**src/rtl/mulmod_arbiter.sv**
```systemverilog
// Round-robin arbiter in front of a shared 1-cycle registered modular multiplier.
// Requester tags ride alongside the operation and results drain through a credit-protected FIFO.
`ifndef D_width
`define D_width 16
`endif

module mulmod_arbiter #(
    parameter int NUM_REQ    = 4,
    parameter int DATA_WIDTH = `D_width,
    parameter int ID_WIDTH   = $clog2(NUM_REQ),
    parameter int FIFO_DEPTH = 4
) (
    input  logic                          clk,
    input  logic                          rst,
    input  logic [NUM_REQ-1:0]            req_valid,
    output logic [NUM_REQ-1:0]            req_ready,
    input  logic [NUM_REQ*DATA_WIDTH-1:0] req_a,
    input  logic [NUM_REQ*DATA_WIDTH-1:0] req_b,
    output logic [DATA_WIDTH-1:0]         mul_a,
    output logic [DATA_WIDTH-1:0]         mul_b,
    output logic                          mul_valid,
    input  logic [DATA_WIDTH-1:0]         mul_result,
    output logic                          rsp_valid,
    input  logic                          rsp_ready,
    output logic [DATA_WIDTH-1:0]         rsp_data,
    output logic [ID_WIDTH-1:0]           rsp_id,
    output logic                          busy
);
    localparam int PTR_W   = $clog2(FIFO_DEPTH);
    localparam int CNT_W   = PTR_W + 2;
    localparam int ENTRY_W = ID_WIDTH + DATA_WIDTH;

    // Handshake: a transfer happens on a cycle where valid and ready are both 1.
    // A producer holds valid and its payload until that cycle; ready may depend on valid.

    logic [ID_WIDTH-1:0]   rr_ptr_q, rr_ptr_d;
    logic [DATA_WIDTH-1:0] mul_a_q, mul_a_d, mul_b_q, mul_b_d;
    logic                  mul_valid_q, mul_valid_d;
    logic [ID_WIDTH-1:0]   id1_q, id1_d, id2_q, id2_d;
    logic                  v2_q, v2_d;

    logic [ENTRY_W-1:0]    mem_q [FIFO_DEPTH];
    logic [ENTRY_W-1:0]    mem_d [FIFO_DEPTH];
    logic [PTR_W-1:0]      wr_ptr_q, wr_ptr_d, rd_ptr_q, rd_ptr_d;
    logic [CNT_W-1:0]      fifo_cnt_q, fifo_cnt_d;
    logic                  rsp_valid_q, rsp_valid_d;
    logic [DATA_WIDTH-1:0] rsp_data_q, rsp_data_d;
    logic [ID_WIDTH-1:0]   rsp_id_q, rsp_id_d;

    logic                  grant_found;
    logic [ID_WIDTH-1:0]   grant_idx;
    logic [ID_WIDTH-1:0]   cand_idx;
    logic [CNT_W-1:0]      cnt;
    logic                  can_issue;
    logic                  hs;
    logic                  push;
    logic                  pop;

    // Search starts just past the last winner, so every waiting requester is served within NUM_REQ grants.
    always_comb begin
        grant_found = 1'b0;
        grant_idx   = rr_ptr_q;
        cand_idx    = '0;
        for (int k = 1; k <= NUM_REQ; k++) begin
            cand_idx = ID_WIDTH'((int'(rr_ptr_q) + k) % NUM_REQ);
            if (!grant_found && req_valid[cand_idx]) begin
                grant_found = 1'b1;
                grant_idx   = cand_idx;
            end
        end
    end

    // Every op occupies one credit from issue until its result leaves the FIFO.
    assign pop       = rsp_valid_q & rsp_ready;
    assign push      = v2_q;
    assign cnt       = CNT_W'(mul_valid_q) + CNT_W'(v2_q) + fifo_cnt_q;
    assign can_issue = (cnt < CNT_W'(FIFO_DEPTH)) | pop;
    assign hs        = grant_found & can_issue;

    always_comb begin
        req_ready = '0;
        if (hs) begin
            req_ready[grant_idx] = 1'b1;
        end
    end

    always_comb begin
        rr_ptr_d    = rr_ptr_q;
        mul_a_d     = mul_a_q;
        mul_b_d     = mul_b_q;
        mul_valid_d = hs;
        id1_d       = id1_q;
        v2_d        = mul_valid_q;
        id2_d       = id1_q;
        if (hs) begin
            rr_ptr_d = grant_idx;
            mul_a_d  = req_a[grant_idx*DATA_WIDTH +: DATA_WIDTH];
            mul_b_d  = req_b[grant_idx*DATA_WIDTH +: DATA_WIDTH];
            id1_d    = grant_idx;
        end
    end

    // The head is re-registered from next-state FIFO contents so rsp_* are flops and hold after the last pop.
    always_comb begin
        for (int i = 0; i < FIFO_DEPTH; i++) begin
            mem_d[i] = mem_q[i];
        end
        wr_ptr_d = wr_ptr_q;
        rd_ptr_d = rd_ptr_q;
        if (push) begin
            mem_d[wr_ptr_q] = {id2_q, mul_result};
            wr_ptr_d        = wr_ptr_q + PTR_W'(1);
        end
        if (pop) begin
            rd_ptr_d = rd_ptr_q + PTR_W'(1);
        end
        fifo_cnt_d  = fifo_cnt_q + CNT_W'(push) - CNT_W'(pop);
        rsp_valid_d = (fifo_cnt_d != '0);
        rsp_data_d  = rsp_data_q;
        rsp_id_d    = rsp_id_q;
        if (rsp_valid_d) begin
            {rsp_id_d, rsp_data_d} = mem_d[rd_ptr_d];
        end
    end

    always_ff @(posedge clk or posedge rst) begin
        if (rst) begin
            rr_ptr_q    <= ID_WIDTH'(NUM_REQ - 1);
            mul_a_q     <= '0;
            mul_b_q     <= '0;
            mul_valid_q <= 1'b0;
            id1_q       <= '0;
            v2_q        <= 1'b0;
            id2_q       <= '0;
            for (int i = 0; i < FIFO_DEPTH; i++) begin
                mem_q[i] <= '0;
            end
            wr_ptr_q    <= '0;
            rd_ptr_q    <= '0;
            fifo_cnt_q  <= '0;
            rsp_valid_q <= 1'b0;
            rsp_data_q  <= '0;
            rsp_id_q    <= '0;
        end else begin
            rr_ptr_q    <= rr_ptr_d;
            mul_a_q     <= mul_a_d;
            mul_b_q     <= mul_b_d;
            mul_valid_q <= mul_valid_d;
            id1_q       <= id1_d;
            v2_q        <= v2_d;
            id2_q       <= id2_d;
            for (int i = 0; i < FIFO_DEPTH; i++) begin
                mem_q[i] <= mem_d[i];
            end
            wr_ptr_q    <= wr_ptr_d;
            rd_ptr_q    <= rd_ptr_d;
            fifo_cnt_q  <= fifo_cnt_d;
            rsp_valid_q <= rsp_valid_d;
            rsp_data_q  <= rsp_data_d;
            rsp_id_q    <= rsp_id_d;
        end
    end

    // A push into a full FIFO without a simultaneous pop means the credit accounting is broken.
    fifo_no_overflow: assert property (@(posedge clk) disable iff (rst)
        !(push && !pop && (fifo_cnt_q == CNT_W'(FIFO_DEPTH))));

    assign mul_a     = mul_a_q;
    assign mul_b     = mul_b_q;
    assign mul_valid = mul_valid_q;
    assign rsp_valid = rsp_valid_q;
    assign rsp_data  = rsp_data_q;
    assign rsp_id    = rsp_id_q;
    assign busy      = mul_valid_q | v2_q | rsp_valid_q;

endmodule

```
**config.mk**
```make
export PLATFORM = sky130hd
export DESIGN_NAME = mulmod_arbiter
export DESIGN_NICKNAME = d
export VERILOG_FILES = /design/src/rtl/mulmod_arbiter.sv
export SDC_FILE = /design/constraint.sdc
export NUM_CORES = 1
export LEC_CHECK = 0
export BUFFER_PORTS_ARGS = -buffer_cell sky130_fd_sc_hd__buf_2
export CORE_UTILIZATION = 35
export DETAILED_ROUTE_END_ITERATION = 16
export MAX_ROUTING_LAYER = met4
export PLACE_DENSITY = 0.54
export SYNTH_ARGS = -nofsm -noshare
export SYNTH_HDL_FRONTEND = slang
export SYNTH_SLANG_ARGS = --single-unit
```
**constraint.sdc**
```tcl
create_clock -name clk -period 7.9 [get_ports clk]
set_clock_uncertainty 0.15 [all_clocks]
set_input_delay 0.395 -clock clk [delete_from_list [all_inputs] [get_ports clk]]
set_output_delay 0.395 -clock clk [all_outputs]
set_load 0.01 [all_outputs]
```
**Word-level counts from Yosys, hierarchy flattened**

Index checks and enable logic that the tools add are counted.

- $add $sub $neg: 10
- Order comparisons: 10
- Bitwise gates (word level): 7
- Mux-type cells: 27
- Shift-type cells: 2
- Reduce and logical (&&, ||, !) cells: 9

Operators by type and width:

| kind | count |
|---|---|
| $shiftx A64 B7 Y16 | 2 |
| $bwmux W72 | 1 |
| $mux W72 | 1 |
| $mux W18 | 3 |
| $bmux W18 S2 | 1 |
| $demux W18 S2 | 1 |
| $lt A2 B3 Y1 const B | 5 |
| $mux W2 | 5 |
| $mux W1 | 9 |
| $add A2 B1 Y2 const B | 4 |
| $bmux W1 S2 | 4 |
| $ge A3 B3 Y1 const B | 2 |
| $not A2 Y3 | 2 |
| $logic_and A1 B1 Y1 | 5 |
| $add A2 B2 Y2 const B | 2 |
| $add A2 B4 Y4 | 1 |
| $add A4 B1 Y4 | 1 |
| $lt A4 B3 Y1 const B | 1 |
| $mux W4 | 1 |
| $reduce_bool A4 Y1 | 1 |
| $sub A4 B1 Y4 | 1 |
| $logic_not A1 Y1 | 3 |
| $lt A3 B1 Y1 const B | 1 |
| $or A1 B1 Y1 | 3 |
| 4 further kinds | 5 |

- Input bits: 151
- Logic and storage cells: 82
- Flip-flop bits (word level): 139

**Logic depth before layout (Yosys ltp)**

- Depth in word-level cells: 18
- Depth in mapped cells: 14
- Depth with buffers taken out: 11

**Least setup slack after synthesis**

No wires, ideal clock.

- Kind: reg-to-reg
- Start point: register rsp_valid_q (netlist: rsp_valid)
- End point: register rsp_data_q[0] (netlist: rsp_data[0])
- Buffers on the path: 3
- Path slack: 4.795 ns
- Arrival: 2.873 ns
- Cell stages (with the launch flop): 15
- Clock period less this slack: 3.105 ns
- Setup time: 0.082 ns
- Cells stage by stage: dfrtp_1 nand2_1 inv_1 ha_1 inv_1 ha_1 inv_1 fa_1 inv_1 or3_1 clkbuf_1 or2_2 buf_2 buf_2 a31oi_1

- Elaborated cells on any way between the ends: 8

RTL lines:

| element | RTL line | source |
|---|---|---|
| start, declared | 46 | `logic rsp_valid_q, rsp_valid_d;` |
| start signal, assigned | 158 | `rsp_valid_q <= rsp_valid_d;` |
| $and A1 B1 Y1 | 74 | `assign pop = rsp_valid_q & rsp_ready;` |
| $sub A4 B1 Y4 | 117 | `fifo_cnt_d = fifo_cnt_q + CNT_W'(push) - CNT_W'(pop);` |
| via fifo_cnt_d[1] | 45 | `logic [CNT_W-1:0] fifo_cnt_q, fifo_cnt_d;` |
| $reduce_bool A4 Y1 | 118 | `rsp_valid_d = (fifo_cnt_d != '0);` |
| via rsp_valid_d | 46 |  |
| end signal, assigned | 159 | `rsp_data_q <= rsp_data_d;` |
| end, declared | 47 | `logic [DATA_WIDTH-1:0] rsp_data_q, rsp_data_d;` |

The timed path passes the listed nets, and every way through them passes these cells. The select of a mux whose other input is x is not followed.
A chain may end at the register's enable or synchronous reset.

**Worst setup path in the final report**

- Start point: register fifo_cnt_q[1]
- End point: output port req_ready[1]

- Word-level cells in the longest chain between the ends: 5

RTL lines:

| element | RTL line | source |
|---|---|---|
| start, declared | 45 |  |
| start signal, assigned | 157 | `fifo_cnt_q <= fifo_cnt_d;` |
| $add A2 B4 Y4 | 76 | `assign cnt = CNT_W'(mul_valid_q) + CNT_W'(v2_q) + fifo_cnt_q;` |
| $lt A4 B3 Y1 | 77 | `assign can_issue = (cnt < CNT_W'(FIFO_DEPTH)) \| pop;` |
| $or A1 B1 Y1 | 77 |  |
| $and A1 B1 Y1 | 78 | `assign hs = grant_found & can_issue;` |
| $mux W4 | 82 | `if (hs) begin` |
| end, declared | 16 | `output logic [NUM_REQ-1:0] req_ready,` |

Every way passes these cells.

==> metrics.log <==
INFO  metric run_status = finished clean
INFO  metric gate_count_after_technology_mapping = 891
INFO  metric hold_path_depth = 3
INFO  metric chipHeight = 156 microns
INFO  metric clk_transition_reported_paths = 60 ps
INFO  metric synth_seq_cells = 139
INFO  metric cts-root-to-sink-buffers = 2
INFO  metric drt_iter0_markers = 436
INFO  metric drive_above_1_share = 0.304
INFO  metric grt_antenna_before_repair = 3
INFO  metric critical_path.endpoint_type = primary output
INFO  metric standard_cell_row_count = 56
INFO  metric total_leakage_power = 4.94 nW
INFO  metric final_cycle_utilization_of_the_critical_path = 0.458
INFO  metric start_kind = flop
INFO  metric antenna_violating_nets_post_route = 0
INFO  metric dieArea = 24,400 sq um
INFO  metric start_util = 0.356
INFO  metric rr_worst_depth = 11
INFO  metric final.setup.tns = 0 ps
INFO  metric area_overhead_of_the_layout_relative_to_synthesis = 22.0%
INFO  metric worst_skew_pair.late_latency = 410 ps
INFO  metric final_slew_violations = 0
INFO  metric tritoncts.num_buffers = 17
INFO  metric drtPass1Iterations = 5
INFO  metric total_of_max_cap_violations = 0
INFO  metric synthDominantAreaCellType = sky130_fd_sc_hd__dfrtp_1
INFO  metric synth.yosys.warnings = 0
INFO  metric yosys_most_used_dff = sky130_fd_sc_hd__dfrtp_1
INFO  metric ir_drop = 0.255 mV
INFO  metric synth-async-reset-ratio = 1.00
INFO  metric final_cell_count_no_fill = 1,383
INFO  metric synth_area_leaders = sky130_fd_sc_hd__dfrtp_1, sky130_fd_sc_hd__nand2_1, sky130_fd_sc_hd__a32oi_1
INFO  metric post_synth.cell_area_avg = 9.34 sq um
INFO  metric avgRoutedWirePerCell = 17.8 microns
INFO  metric max_clock_freq = 277 MHz
INFO  metric grt_pass1_wl = 39,300 microns
INFO  metric synth_seq_area_share = 0.418
INFO  metric clockRootBuffer = sky130_fd_sc_hd__clkbuf_16
INFO  metric drt_wirelength = 24,600 microns
INFO  metric placeableCoreArea = 23,400 sq um
INFO  metric num-nets-final = 1,213
INFO  metric synth_top_area_share = 0.412
INFO  metric cts_tree = yes
INFO  metric io-pin-count = 208
INFO  metric worstPathMaxFanout = 18
INFO  metric finalWorstPathRequiredPeriod = 3610 ps
INFO  metric numPlacedInstances = 1,350
INFO  metric grt_overflow_total = 0
INFO  metric synth_edf_count = 0
INFO  metric finalSetupViolCount = 0
INFO  metric timing.final.hold_violations = 0
INFO  metric max-slew-margin-rel = 0.353
INFO  metric regToRegSetupSlack = 4300 ps
INFO  metric io_buffers = 207
INFO  metric grt_pass1_vias = 7,086
INFO  metric dp_hpwl = 16,000 microns
INFO  metric ctsHtreeMaxLevel = 4
INFO  metric worst-setup-path-type = reg -> out
INFO  metric synth_fp_nets = 1,053
INFO  metric synth_cell_types = 45
INFO  metric chipWidth = 156 microns
INFO  metric worst_margin_pin_slew = 969 ps
INFO  metric clock_sinks = 139
INFO  metric avg_vias_per_cell = 5.31
INFO  metric dp_worst_setup_slack = 4200 ps
INFO  metric unrepaired_setup_endpoints_after_global_routing = no
INFO  metric drcViolationCount = 0
INFO  metric grt_max_degree = 79
INFO  metric pwr_density_cell = 464 nW/um^2
INFO  metric grt_util_all_layers = 0.214
INFO  metric netlist_area = 8320 sq um
INFO  metric critical_path_arrival = 3070 ps
INFO  metric critPathRequiredTime = 7360 ps
INFO  metric via_count = 7,338
INFO  metric hold_path.class = in -> reg
INFO  metric timing.final.ws_setup = 4290 ps
INFO  metric gp_routability_congestion = 0.792
==> placed cells by master, fill, tap and decap left out, types with 3 or more instances in the layout <==
| cell | n |
|---|---|
| sky130_fd_sc_hd__mux2_2 | 20 |
| sky130_fd_sc_hd__buf_4 | 18 |
| sky130_fd_sc_hd__a32oi_1 | 64 |
| sky130_fd_sc_hd__or3_1 | 38 |
| sky130_fd_sc_hd__mux2_4 | 33 |
| sky130_fd_sc_hd__nand2_1 | 170 |
| sky130_fd_sc_hd__dfrtp_1 | 137 |
| sky130_fd_sc_hd__xnor2_1 | 3 |
| sky130_fd_sc_hd__mux2i_1 | 34 |
| sky130_fd_sc_hd__ha_1 | 10 |
| sky130_fd_sc_hd__o2111ai_1 | 18 |
| sky130_fd_sc_hd__inv_1 | 79 |
| sky130_fd_sc_hd__and3_1 | 3 |
| sky130_fd_sc_hd__a211oi_1 | 64 |
| sky130_fd_sc_hd__nor3_1 | 18 |
| sky130_fd_sc_hd__o221ai_1 | 18 |
| sky130_fd_sc_hd__a31oi_1 | 18 |
| sky130_fd_sc_hd__diode_2 | 3 |
| sky130_fd_sc_hd__xnor2_2 | 3 |
| sky130_fd_sc_hd__and2_1 | 4 |
| sky130_fd_sc_hd__clkbuf_16 | 17 |
| sky130_fd_sc_hd__buf_2 | 207 |
| sky130_fd_sc_hd__a21oi_1 | 21 |
| sky130_fd_sc_hd__clkbuf_8 | 4 |
| sky130_fd_sc_hd__nor2_1 | 22 |
==> critical path, cell delays in order, from the launching register on <==
cell                      delay [ps]
sky130_fd_sc_hd__dfrtp_1         460
sky130_fd_sc_hd__ha_1            260
sky130_fd_sc_hd__or4_1           520
sky130_fd_sc_hd__a21o_1          210
sky130_fd_sc_hd__a32oi_4         720
sky130_fd_sc_hd__nor3b_2         320
sky130_fd_sc_hd__buf_2           160
==> report_power, final <==
group | switching, mW | internal [mW] | total [mW]
combinational | 1.50 | 1.12 | 2.62
sequential | 0.239 | 1.10 | 1.34
clock | 0.293 | 0.461 | 0.754
==> layout make-up <==
cell class / count / area [sq um]
diodes: 3 / 7.51
clock buffers: 23 / 488
clock inverters: 6 / 65.1
fillers: 2355 / 13300
inverters: 80 / 305
multi-input cells: 587 / 4220
flip-flops and latches: 139 / 3480
well taps: 319 / 399
repair buffers: 226 / 1180
==> what timing repair did <==
| action | 4_1_cts | 5_1_grt |
|---|---|---|
| hold buffers | 1 | 0 |
| hold endpoints to repair | 11 | 0 |
| gates resized for setup | 0 | 0 |
| setup buffers | 0 | 0 |
==> sequential cells by signal, summed over array words and instances (netlist names) <==
name,cells
fifo_cnt_q,4
id1_q,2
id2_q,2
mem_q,72
mul_a,16
mul_b,16
mul_valid,1
push,1
rd_ptr_q,2
rr_ptr_q,2
rsp_data,16
rsp_id,2
rsp_valid,1
wr_ptr_q,2
==> path summary, 6_finish.rpt <==
path	startpoint	end
hold / removal	mul_result[9]	mem_q[45]
hold reg to reg	id1_q[0]	id2_q[0]
setup / recovery	fifo_cnt_q[1]	req_ready[1]
min in group asynchronous	rst	mem_q[29]
max in group asynchronous	rst	mem_q[58]
setup reg to reg	rsp_valid	rsp_data[6]
==> cells in the mapped netlist, types with 2 or more instances <==
library cell,count
sky130_fd_sc_hd__o221ai_1,18
sky130_fd_sc_hd__ha_1,10
sky130_fd_sc_hd__mux2i_1,34
sky130_fd_sc_hd__buf_8,3
sky130_fd_sc_hd__clkbuf_1,61
sky130_fd_sc_hd__a21o_1,2
sky130_fd_sc_hd__and2_1,4
sky130_fd_sc_hd__nand2b_1,2
sky130_fd_sc_hd__inv_1,80
sky130_fd_sc_hd__buf_6,4
sky130_fd_sc_hd__buf_2,9
sky130_fd_sc_hd__a31oi_1,18
sky130_fd_sc_hd__and3_1,3
sky130_fd_sc_hd__buf_1,5
sky130_fd_sc_hd__nand2_1,171
sky130_fd_sc_hd__nor3b_2,2
sky130_fd_sc_hd__mux2_2,20
sky130_fd_sc_hd__nor2b_1,3
sky130_fd_sc_hd__dfrtp_1,137
sky130_fd_sc_hd__a21oi_1,21
sky130_fd_sc_hd__or3_1,38
sky130_fd_sc_hd__buf_4,2
sky130_fd_sc_hd__o2111ai_1,18
sky130_fd_sc_hd__nor2_1,22
sky130_fd_sc_hd__mux2_4,33
sky130_fd_sc_hd__nor3_1,18
sky130_fd_sc_hd__dfstp_2,2
sky130_fd_sc_hd__a211oi_1,64
sky130_fd_sc_hd__xnor2_1,6
sky130_fd_sc_hd__o21ai_0,2
sky130_fd_sc_hd__a32oi_1,65
==> metal layers <==
metal	vias up	track usage	routed length (microns)
met1	3495	0.281	11400
met2	278	0.331	11500
met5	-	-	0
met4	0	0.0621	387
met3	23	0.0444	1360
li1	3542	-	-
==> logic make-up after synthesis <==
logic type / Yosys count / share of synthesized area
xor gates and xnor gates: 7 / 0.00737
and+or+nand+nor: 267 / 0.142
buffers and inverters: 165 / 0.0848
muxes: 88 / 0.129
DFF: 139 / 0.418
adders and majority gates: 11 / 0.0174
AOI/OAI and AO/OA: 214 / 0.201
==> through the flow <==
step                      total power, mW  area, sq um  utilization  hold slack (ps)
final                                4.71        10100        0.434             96.3
after global routing                 5.07        10100        0.434             96.2
after CTS                            4.77        10100        0.433             79.1
after detailed placement             4.00         9580        0.409              215
after global placement               3.97         9580        0.409              209
after floorplan                      3.25         8320            -              204
Power figures use the tool's default switching activity.
